===== src/rtl/fifo_serial_tx.sv =====
// Serial transmitter that drains an 8-bit FIFO through its pop port.
// Each popped byte goes out as 1 start bit, 8 data bits LSB first, 1 stop bit.
module fifo_serial_tx #(
   parameter int unsigned CLKS_PER_BIT = 16
) (
   input  logic       clk,
   input  logic       rst,
   input  logic       enable,
   input  logic       fifo_empty,
   input  logic [7:0] fifo_dout,
   output logic       fifo_pop,
   output logic       tx,
   output logic       busy,
   output logic       frame_done
);

   localparam int unsigned CntW = (CLKS_PER_BIT > 1) ? $clog2(CLKS_PER_BIT) : 1;
   localparam logic [CntW-1:0] CntLast = CntW'(CLKS_PER_BIT - 1);

   typedef enum logic [2:0] {StIdle, StPop, StLoad, StStart, StData, StStop} state_e;

   state_e          state_q, state_d;
   logic [CntW-1:0] cnt_q, cnt_d;
   logic [2:0]      idx_q, idx_d;
   logic [7:0]      shift_q, shift_d;
   logic            tx_q, tx_d;
   logic            pop_q, pop_d;
   logic            busy_q, busy_d;
   logic            done_q, done_d;
   logic            cnt_last;
   logic            req;
   logic [CntW-1:0] cnt_next;

   assign cnt_last = (cnt_q == CntLast);
   assign cnt_next = cnt_last ? '0 : cnt_q + CntW'(1);
   assign req      = enable & ~fifo_empty;

   always_comb begin
      state_d = state_q;
      cnt_d   = cnt_q;
      idx_d   = idx_q;
      shift_d = shift_q;
      tx_d    = tx_q;
      pop_d   = 1'b0;
      done_d  = 1'b0;
      unique case (state_q)
         StIdle: begin
            tx_d = 1'b1;
            if (req) begin
               state_d = StPop;
               pop_d   = 1'b1;
            end
         end
         StPop: state_d = StLoad;
         // fifo_dout is valid now: one cycle after the pop pulse
         StLoad: begin
            shift_d = fifo_dout;
            tx_d    = 1'b0;
            cnt_d   = '0;
            state_d = StStart;
         end
         StStart: begin
            cnt_d = cnt_next;
            if (cnt_last) begin
               tx_d    = shift_q[0];
               idx_d   = 3'd0;
               state_d = StData;
            end
         end
         StData: begin
            cnt_d = cnt_next;
            if (cnt_last) begin
               if (idx_q == 3'd7) begin
                  tx_d    = 1'b1;
                  state_d = StStop;
               end else begin
                  shift_d = {1'b0, shift_q[7:1]};
                  tx_d    = shift_q[1];
                  idx_d   = idx_q + 3'd1;
               end
            end
         end
         StStop: begin
            cnt_d = cnt_next;
            if (cnt_last) begin
               done_d = 1'b1;
               if (req) begin
                  state_d = StPop;
                  pop_d   = 1'b1;
               end else begin
                  state_d = StIdle;
               end
            end
         end
         default: state_d = StIdle;
      endcase
      busy_d = (state_d != StIdle);
   end

   always_ff @(posedge clk or posedge rst) begin
      if (rst) begin
         state_q <= StIdle;
         cnt_q   <= '0;
         idx_q   <= 3'd0;
         shift_q <= 8'd0;
         tx_q    <= 1'b1;
         pop_q   <= 1'b0;
         busy_q  <= 1'b0;
         done_q  <= 1'b0;
      end else begin
         state_q <= state_d;
         cnt_q   <= cnt_d;
         idx_q   <= idx_d;
         shift_q <= shift_d;
         tx_q    <= tx_d;
         pop_q   <= pop_d;
         busy_q  <= busy_d;
         done_q  <= done_d;
      end
   end

   assign fifo_pop   = pop_q;
   assign tx         = tx_q;
   assign busy       = busy_q;
   assign frame_done = done_q;

endmodule


===== config.mk =====
export PLATFORM = sky130hd
export DESIGN_NAME = fifo_serial_tx
export DESIGN_NICKNAME = d
export VERILOG_FILES = /design/src/rtl/fifo_serial_tx.sv
export SDC_FILE = /design/constraint.sdc
export NUM_CORES = 1
export LEC_CHECK = 0
export BUFFER_PORTS_ARGS = -buffer_cell sky130_fd_sc_hd__buf_2
export CORE_MARGIN = 2
export CORE_UTILIZATION = 35
export DETAILED_ROUTE_END_ITERATION = 10
export PLACE_DENSITY_LB_ADDON = 0.1
export SYNTH_ARGS = -nofsm -noshare
export SYNTH_HDL_FRONTEND = slang
export SYNTH_SLANG_ARGS = --single-unit

===== constraint.sdc =====
create_clock -name clk -period 6.03 [get_ports clk]
set_clock_uncertainty 0.05 [all_clocks]
set_input_delay 0.3015 -clock clk [delete_from_list [all_inputs] [get_ports clk]]
set_output_delay 0.3015 -clock clk [all_outputs]
set_load 0.02 [all_outputs]

==> results.py, run 1 <==
metrics = {
    "status": {
        "status": "finished clean",
    },
    "logic_synthesis": {
        "ys_ff_latch": 22,
        "syn_avg_cell_area_um2": 11.13,
        "yosysMostFrequentCell": "dfrtp_1",
        "ys_warn_count": 0,
        "ys_types": 41,
        "synthTopCellsByArea": "dfrtp_1 44%, mux2_2 12%, mux2i_1 3.3%",
        "yosysTopAreaCellShare_pct": 43.70,
        "yosysSeqAreaShare_pct": 45.89,
        "syn_nets": 123,
        "ys_async_sr_fraction_pct": 100.0,
        "syn-cell-area_um2": 1202,
        "synth_commonest_cells": "21 x dfrtp_1, 13 x mux2_2, 6 x nor2_1, 5 x nand2_1",
        "synth_ff_type": "dfrtp_1",
        "synth_edf_count": 0,
        "yosysTopAreaCell": "dfrtp_1",
        "synth_cells": 108,
    },
    "layout": {
        "nets": 138,
        "final_area_um2": 1341,
        "post-route-util_pct": 40.51,
        "drive_gt1_share_pct": 28.69,
        "instances_no_fill": 168,
        "num_antenna_cells": 0,
        "layout-area-overhead-vs-synth_pct": 11.55,
    },
    "placement": {
        "place_congestion": 0.7392,
        "placed_cell_area_um2": 1315,
        "dpl.hpwl_mm": 1.682,
        "place_ws_ns": 3.810,
        "dpl.cell_count": 164,
        "portBuffers": 15,
    },
    "sta": {
        "whs_ns": 0.08948,
        "hold_viol": 0,
        "worst_slack_ns": 3.787,
        "min_period_ns": 2.243,
        "timing.setup.tns_ns": 0,
        "slew_headroom_pct": 43.72,
        "slew_viol_final": 0,
        "finalSetupViolCount": 0,
        "rsz0062_at_grt": "false",
        "worst_pin_slew_ns": 0.8432,
        "fin_crit_sh_pct": 37.20,
        "max_freq_ghz": 0.4457,
    },
    "power": {
        "p_int_mw": 0.3150,
        "p_sw_share_pct": 36.71,
        "total_power_mw": 0.4977,
        "irDropWorstVdd_mv": 0.1274,
        "seqPwrFrac_pct": 52.3,
        "p_sw_mw": 0.1827,
        "p_comb_share_pct": 33.4,
        "leakage_nw": 0.5899,
        "powerDensity_nw_per_um2": 371.1,
        "pwr-share-clk_pct": 14.3,
    },
    "global_route": {
        "grt_pass1_vias": 894,
        "overflow": 0,
        "grt.total_usage_pct": 13.52,
        "grt_first_pass_wirelength_mm": 4.181,
        "grt_max_degree": 23,
        "antenna_found_initial": 0,
    },
    "detailed_routing": {
        "via_per_inst": 5.185,
        "dr_wl_met3_um": 60,
        "wl_mm": 2.344,
        "ant_nets": 0,
        "routed-via-count": 871,
        "m1WireLength_mm": 1.080,
        "route.top_layer_used": "met4",
        "drt_iter0_drc": 59,
        "drt_pre_antenna_iters": 4,
        "wl_per_cell_um": 13.95,
        "drcViolationCount": 0,
        "wl_met2_mm": 1.160,
    },
    "cts": {
        "numCtsBuffers": 3,
        "clk_latency_ns": 0.31,
        "ctsResizeCount": 0,
        "cts_root_buf": "clkbuf_4",
        "post-cts-setup-buffers": 0,
        "cts-htree-levels": 1,
        "clockBufferDepth": 2,
        "cts.sinks": 22,
        "cts_tree": "yes",
        "clk_pin_slew_worst_paths_ns": 0.12,
        "ctsHoldBuffers": 0,
    },
    "die": {
        "num_io_pins": 16,
        "core-area_um2": 3311,
        "start_util_pct": 36.32,
        "die_h_um": 62.61,
        "die_x_um": 62.61,
        "dieArea_um2": 3920,
        "core.rowCount": 21,
    },
    "setup_path": {
        "cp-start-kind": "register",
        "crit_type": "register to register",
        "cp_max_fo": 19,
        "cp_data_required_time_ns": 6.19,
        "cp.arrival_ns": 2.40,
        "cp-end-kind": "register",
    },
    "job": {
        "cap_violations": 0,
    },
    "min_path": {
        "hp-class": "input port to asynchronous set/reset pin",
    },
}
==> critical path: stages, from the launching register on <==
cell	delay, ns
dfrtp_1	0.71
or3b_1	0.55
o32ai_4	0.44
mux2_2	0.39
==> power groups by stage <==
stage / Sequential (mW) / Combinational [mW] / Clock [mW]
4_1_cts: 0.261 / 0.169 / 0.0759
5_1_grt: 0.271 / 0.189 / 0.0834
3_5_place_dp: 0.265 / 0.168 / 0
6_report: 0.260 / 0.166 / 0.0712
2_1_floorplan: 0.238 / 0.147 / 0
3_3_place_gp: 0.261 / 0.166 / 0
==> per-layer routing <==
| metal | track usage (%) | up-vias |
|---|---|---|
| met5 | 0 | - |
| met4 | 5.833 | 0 |
| met3 | 2.703 | 5 |
| met2 | 21.91 | 8 |
| met1 | 17.55 | 428 |
| li1 | - | 430 |
==> worst paths after layout <==
kind | from | endpoint | slack (ns) | depth (start not counted)
max | state_q[2]$_DFF_PP0_ | shift_q[1]$_DFFE_PP0P_ | 3.79 | 3
max reg2reg | state_q[2]$_DFF_PP0_ | shift_q[1]$_DFFE_PP0P_ | 3.79 | 3
min in group clk | enable | fifo_pop$_DFF_PP0_ | 0.20 | 3
max in group asynchronous | rst | busy$_DFF_PP0_ | 5.33 | 2
min | rst | cnt_q[0]$_DFFE_PP0P_ | 0.09 | 2
min reg2reg | shift_q[2]$_DFFE_PP0P_ | shift_q[2]$_DFFE_PP0P_ | 0.47 | 1
==> placed cells by master, fill, tap and decap left out, types with 3 or more instances in the layout <==
cell	Yosys	layout
a21oi_1	4	4
a22o_1	4	4
buf_2	1	15
clkbuf_4	0	3
dfrtp_1	21	21
ha_1	3	3
inv_1	4	4
mux2_2	13	13
mux2i_1	4	4
nand2_1	5	5
nand2b_1	3	3
nor2_1	6	6
nor2b_1	3	3
==> sequential cells by signal (all words and copies together) (netlist names) <==
| register | count |
|---|---|
| idx_q | 3 |
| frame_done | 1 |
| shift_q | 8 |
| cnt_q | 4 |
| busy | 1 |
| state_q | 3 |
| tx | 1 |
| fifo_pop | 1 |
==> area by class of cell <==
class	count	area, um^2
fill	358	1969
multi-input combinational	77	615.6
sequential	22	551.8
timing repair buffer	15	75.07
tap	46	57.56
clock buffer	4	26.28
inverter	4	15.01
==> cells by family after synthesis <==
kind of cell               share of synthesized area, %
AOI/OAI and AO/OA                                 17.27
xor gates and xnor gates                         0.7285
adders and majority gates                         3.122
buffers and inverters                             2.913
DFF                                               45.89
muxes                                             15.50
and+or+nand+nor                                   14.57
Power figures use the tool's default switching activity.
==> run 2: changes to the inputs <==
==> constraint.sdc (replaced) <==
create_clock -name clk -period 2.05 [get_ports clk]
set_clock_uncertainty 0.05 [all_clocks]
set_input_delay 0.1025 -clock clk [delete_from_list [all_inputs] [get_ports clk]]
set_output_delay 0.1025 -clock clk [all_outputs]
set_load 0.02 [all_outputs]
==> run 2 against run 1 <==
Effect of this change:
- clock-buffer cell count is the same
- sequential cell count stayed put
- clock power grew to 3.0 times the previous value
- wire length is 9.6% higher
- critical path depth is 2 higher
- power grew to 3.1 times the previous value
- via count up 5.9%
- die area stayed put
- critical endpoint is now idx_q[0]$_DFFE_PP0P_
- largest power group unchanged
==> results.py, run 2 (synthesized netlist as in run 1, its figures left out) <==
metrics = {
    "power": {
        "irDropWorstVdd_mv": 0.4776,
        "p_int_mw": 0.9841,
        "leakage_nw": 0.6576,
        "p_sw_share_pct": 36.10,
        "p_comb_share_pct": 40.0,
        "powerDensity_nw_per_um2": 1045,
        "p_sw_mw": 0.5560,
        "pwr-share-clk_pct": 13.9,
        "total_power_mw": 1.540,
        "seqPwrFrac_pct": 46.1,
    },
    "sta": {
        "hold_viol": 0,
        "slew_headroom_pct": 69.10,
        "fin_crit_sh_pct": 96.66,
        "timing.setup.tns_ns": 0,
        "rsz0062_at_grt": "false",
        "max_freq_ghz": 0.5046,
        "worst_slack_ns": 0.06842,
        "finalSetupViolCount": 0,
        "min_period_ns": 1.982,
        "worst_pin_slew_ns": 0.4626,
        "slew_viol_final": 0,
    },
    "cts": {
        "clk_pin_slew_worst_paths_ns": 0.12,
        "clockBufferDepth": 2,
        "clk_latency_ns": 0.31,
        "numCtsBuffers": 3,
        "cts.sinks": 22,
        "cts_root_buf": "clkbuf_4",
        "cts_tree": "yes",
        "cts-htree-levels": 1,
    },
    "die": {
        "core.rowCount": 21,
        "num_io_pins": 16,
        "dieArea_um2": 3920,
        "die_h_um": 62.61,
        "die_x_um": 62.61,
        "start_util_pct": 36.32,
        "core-area_um2": 3311,
    },
    "layout": {
        "largest_reg_flops": 8,
        "drive_gt1_share_pct": 36.23,
        "largest_registers": "shift_q (8), cnt_q (4)",
        "final_common_cell": "dfrtp_1",
        "num_antenna_cells": 0,
        "largest-register": "shift_q",
        "nFillCells": 365,
        "seqCellArea_um2": 551.8,
        "nets": 154,
        "layout-area-overhead-vs-synth_pct": 22.58,
        "final_cell_mix": "21 x dfrtp_1, 15 x buf_2, 13 x mux2_2, 13 x buf_4, 6 x nor2_1",
        "multi_input_area_um2": 620.6,
    },
    "setup_path": {
        "cp.arrival_ns": 2.14,
        "cp-end-kind": "register",
        "r2r_end": "idx_q[0]$_DFFE_PP0P_",
        "worst-path-buf-inv": 0,
        "crit_type": "register to register",
        "worstReg2RegStart": "idx_q[0]$_DFFE_PP0P_",
        "r2r_cells": 5,
        "crit_top_cell": "ha_2",
        "cpPeakStageDelay_ns": 0.60,
        "cp_cell_sequence": "ha_2, ha_2, or4b_2, a21o_1, mux2_2",
        "cp_max_fo": 3,
        "rrSetupSlack_ns": 0.07,
        "cp_data_required_time_ns": 2.21,
        "cp-start-kind": "register",
        "slowest_stage": "or4b_2",
        "critical_path.top_delay_family": "simple AND/OR/NAND/NOR gates",
    },
    "job": {
        "cap_violations": 0,
    },
    "detailed_routing": {
        "routed-via-count": 922,
        "drt_pre_antenna_iters": 4,
        "drcViolationCount": 0,
        "wl_per_cell_um": 13.97,
        "ant_nets": 0,
        "drt_iter0_drc": 36,
        "via_per_inst": 5.011,
        "wl_mm": 2.570,
    },
    "global_route": {
        "grt_max_degree": 23,
        "antenna_found_initial": 0,
        "grt_first_pass_wirelength_mm": 4.333,
        "grt.total_usage_pct": 13.99,
        "grt_pass1_vias": 913,
        "overflow": 0,
    },
    "status": {
        "status": "finished clean",
    },
    "min_path": {
        "hold_end": "shift_q[0]$_DFFE_PP0P_",
        "hold_start": "fifo_dout[0]",
        "hold_depth": 3,
        "hp-class": "input port to register",
    },
    "placement": {
        "portBuffers": 15,
        "place_ws_ns": 0.01957,
        "dpl.hpwl_mm": 1.847,
        "place_congestion": 0.7753,
    },
}
run 2: per-stage QoR:
step                hold WS [ns]  cells  instance area [um^2]  utilization (%)
global route             0.04014    184                  1474            44.52
global placement          0.1034    176                  1405            42.44
detailed placement        0.1121    176                  1405            42.44
CTS                      0.03648    184                  1469            44.37
floorplan                0.04098    108                  1202                -
finish                   0.04025    184                  1474            44.52
run 2: cell type report:
type	count	share of cell area, %
flip-flops and latches	22	37.44
well taps	46	3.905
repair buffers	31	13.75
multi-input cells	77	42.11
clock buffers	4	1.783
inverters	4	1.019
run 2: how the worst max path moves through the flow:
| stage | depth (start not counted) | slack (ns) | from | endpoint |
|---|---|---|---|---|
| 4_1_cts | 5 | 0.0003 | idx_q[0]$_DFFE_PP0P_ | idx_q[0]$_DFFE_PP0P_ |
| 3_5_place_dp | 5 | 0.02 | idx_q[0]$_DFFE_PP0P_ | idx_q[0]$_DFFE_PP0P_ |
| 6_report | 5 | 0.07 | idx_q[0]$_DFFE_PP0P_ | idx_q[0]$_DFFE_PP0P_ |
| 3_3_place_gp | 5 | 0.07 | idx_q[0]$_DFFE_PP0P_ | idx_q[0]$_DFFE_PP0P_ |
| 2_1_floorplan | 5 | 0.01 | idx_q[0]$_DFFE_PP0P_ | idx_q[0]$_DFFE_PP0P_ |
| 5_1_grt | 5 | 0.004 | idx_q[0]$_DFFE_PP0P_ | idx_q[0]$_DFFE_PP0P_ |
run 2: repair_timing:
item,CTS,global route
setup buffers,1,0
gates resized for setup,0,2
hold buffers,3,0
setup endpoints to repair,1,1
endpoints found under the hold margin,22,0
pin swaps,0,1
run 2: per-layer routing:
layer / share of wire (%) / track usage (%) / vias to the layer above
li1: - / - / 465
met4: 1.1 / 5.833 / 0
met1: 49 / 18.94 / 444
met3: 2.1 / 2.162 / 4
met5: 0 / 0 / -
met2: 48 / 22.31 / 9
run 2: worst reg2reg max path: stages (launching register included):
cell,delay [ns]
dfrtp_1,0.41
ha_2,0.18
ha_2,0.17
or4b_2,0.60
a21o_1,0.20
mux2_2,0.27
run 2: power by group through the flow:
stage | registers [mW] | logic, mW | clock network, mW
5_1_grt | 0.731 | 0.691 | 0.242
6_report | 0.709 | 0.616 | 0.215
3_3_place_gp | 0.720 | 0.610 | 0
2_1_floorplan | 0.700 | 0.434 | 0
4_1_cts | 0.713 | 0.623 | 0.222
3_5_place_dp | 0.723 | 0.615 | 0
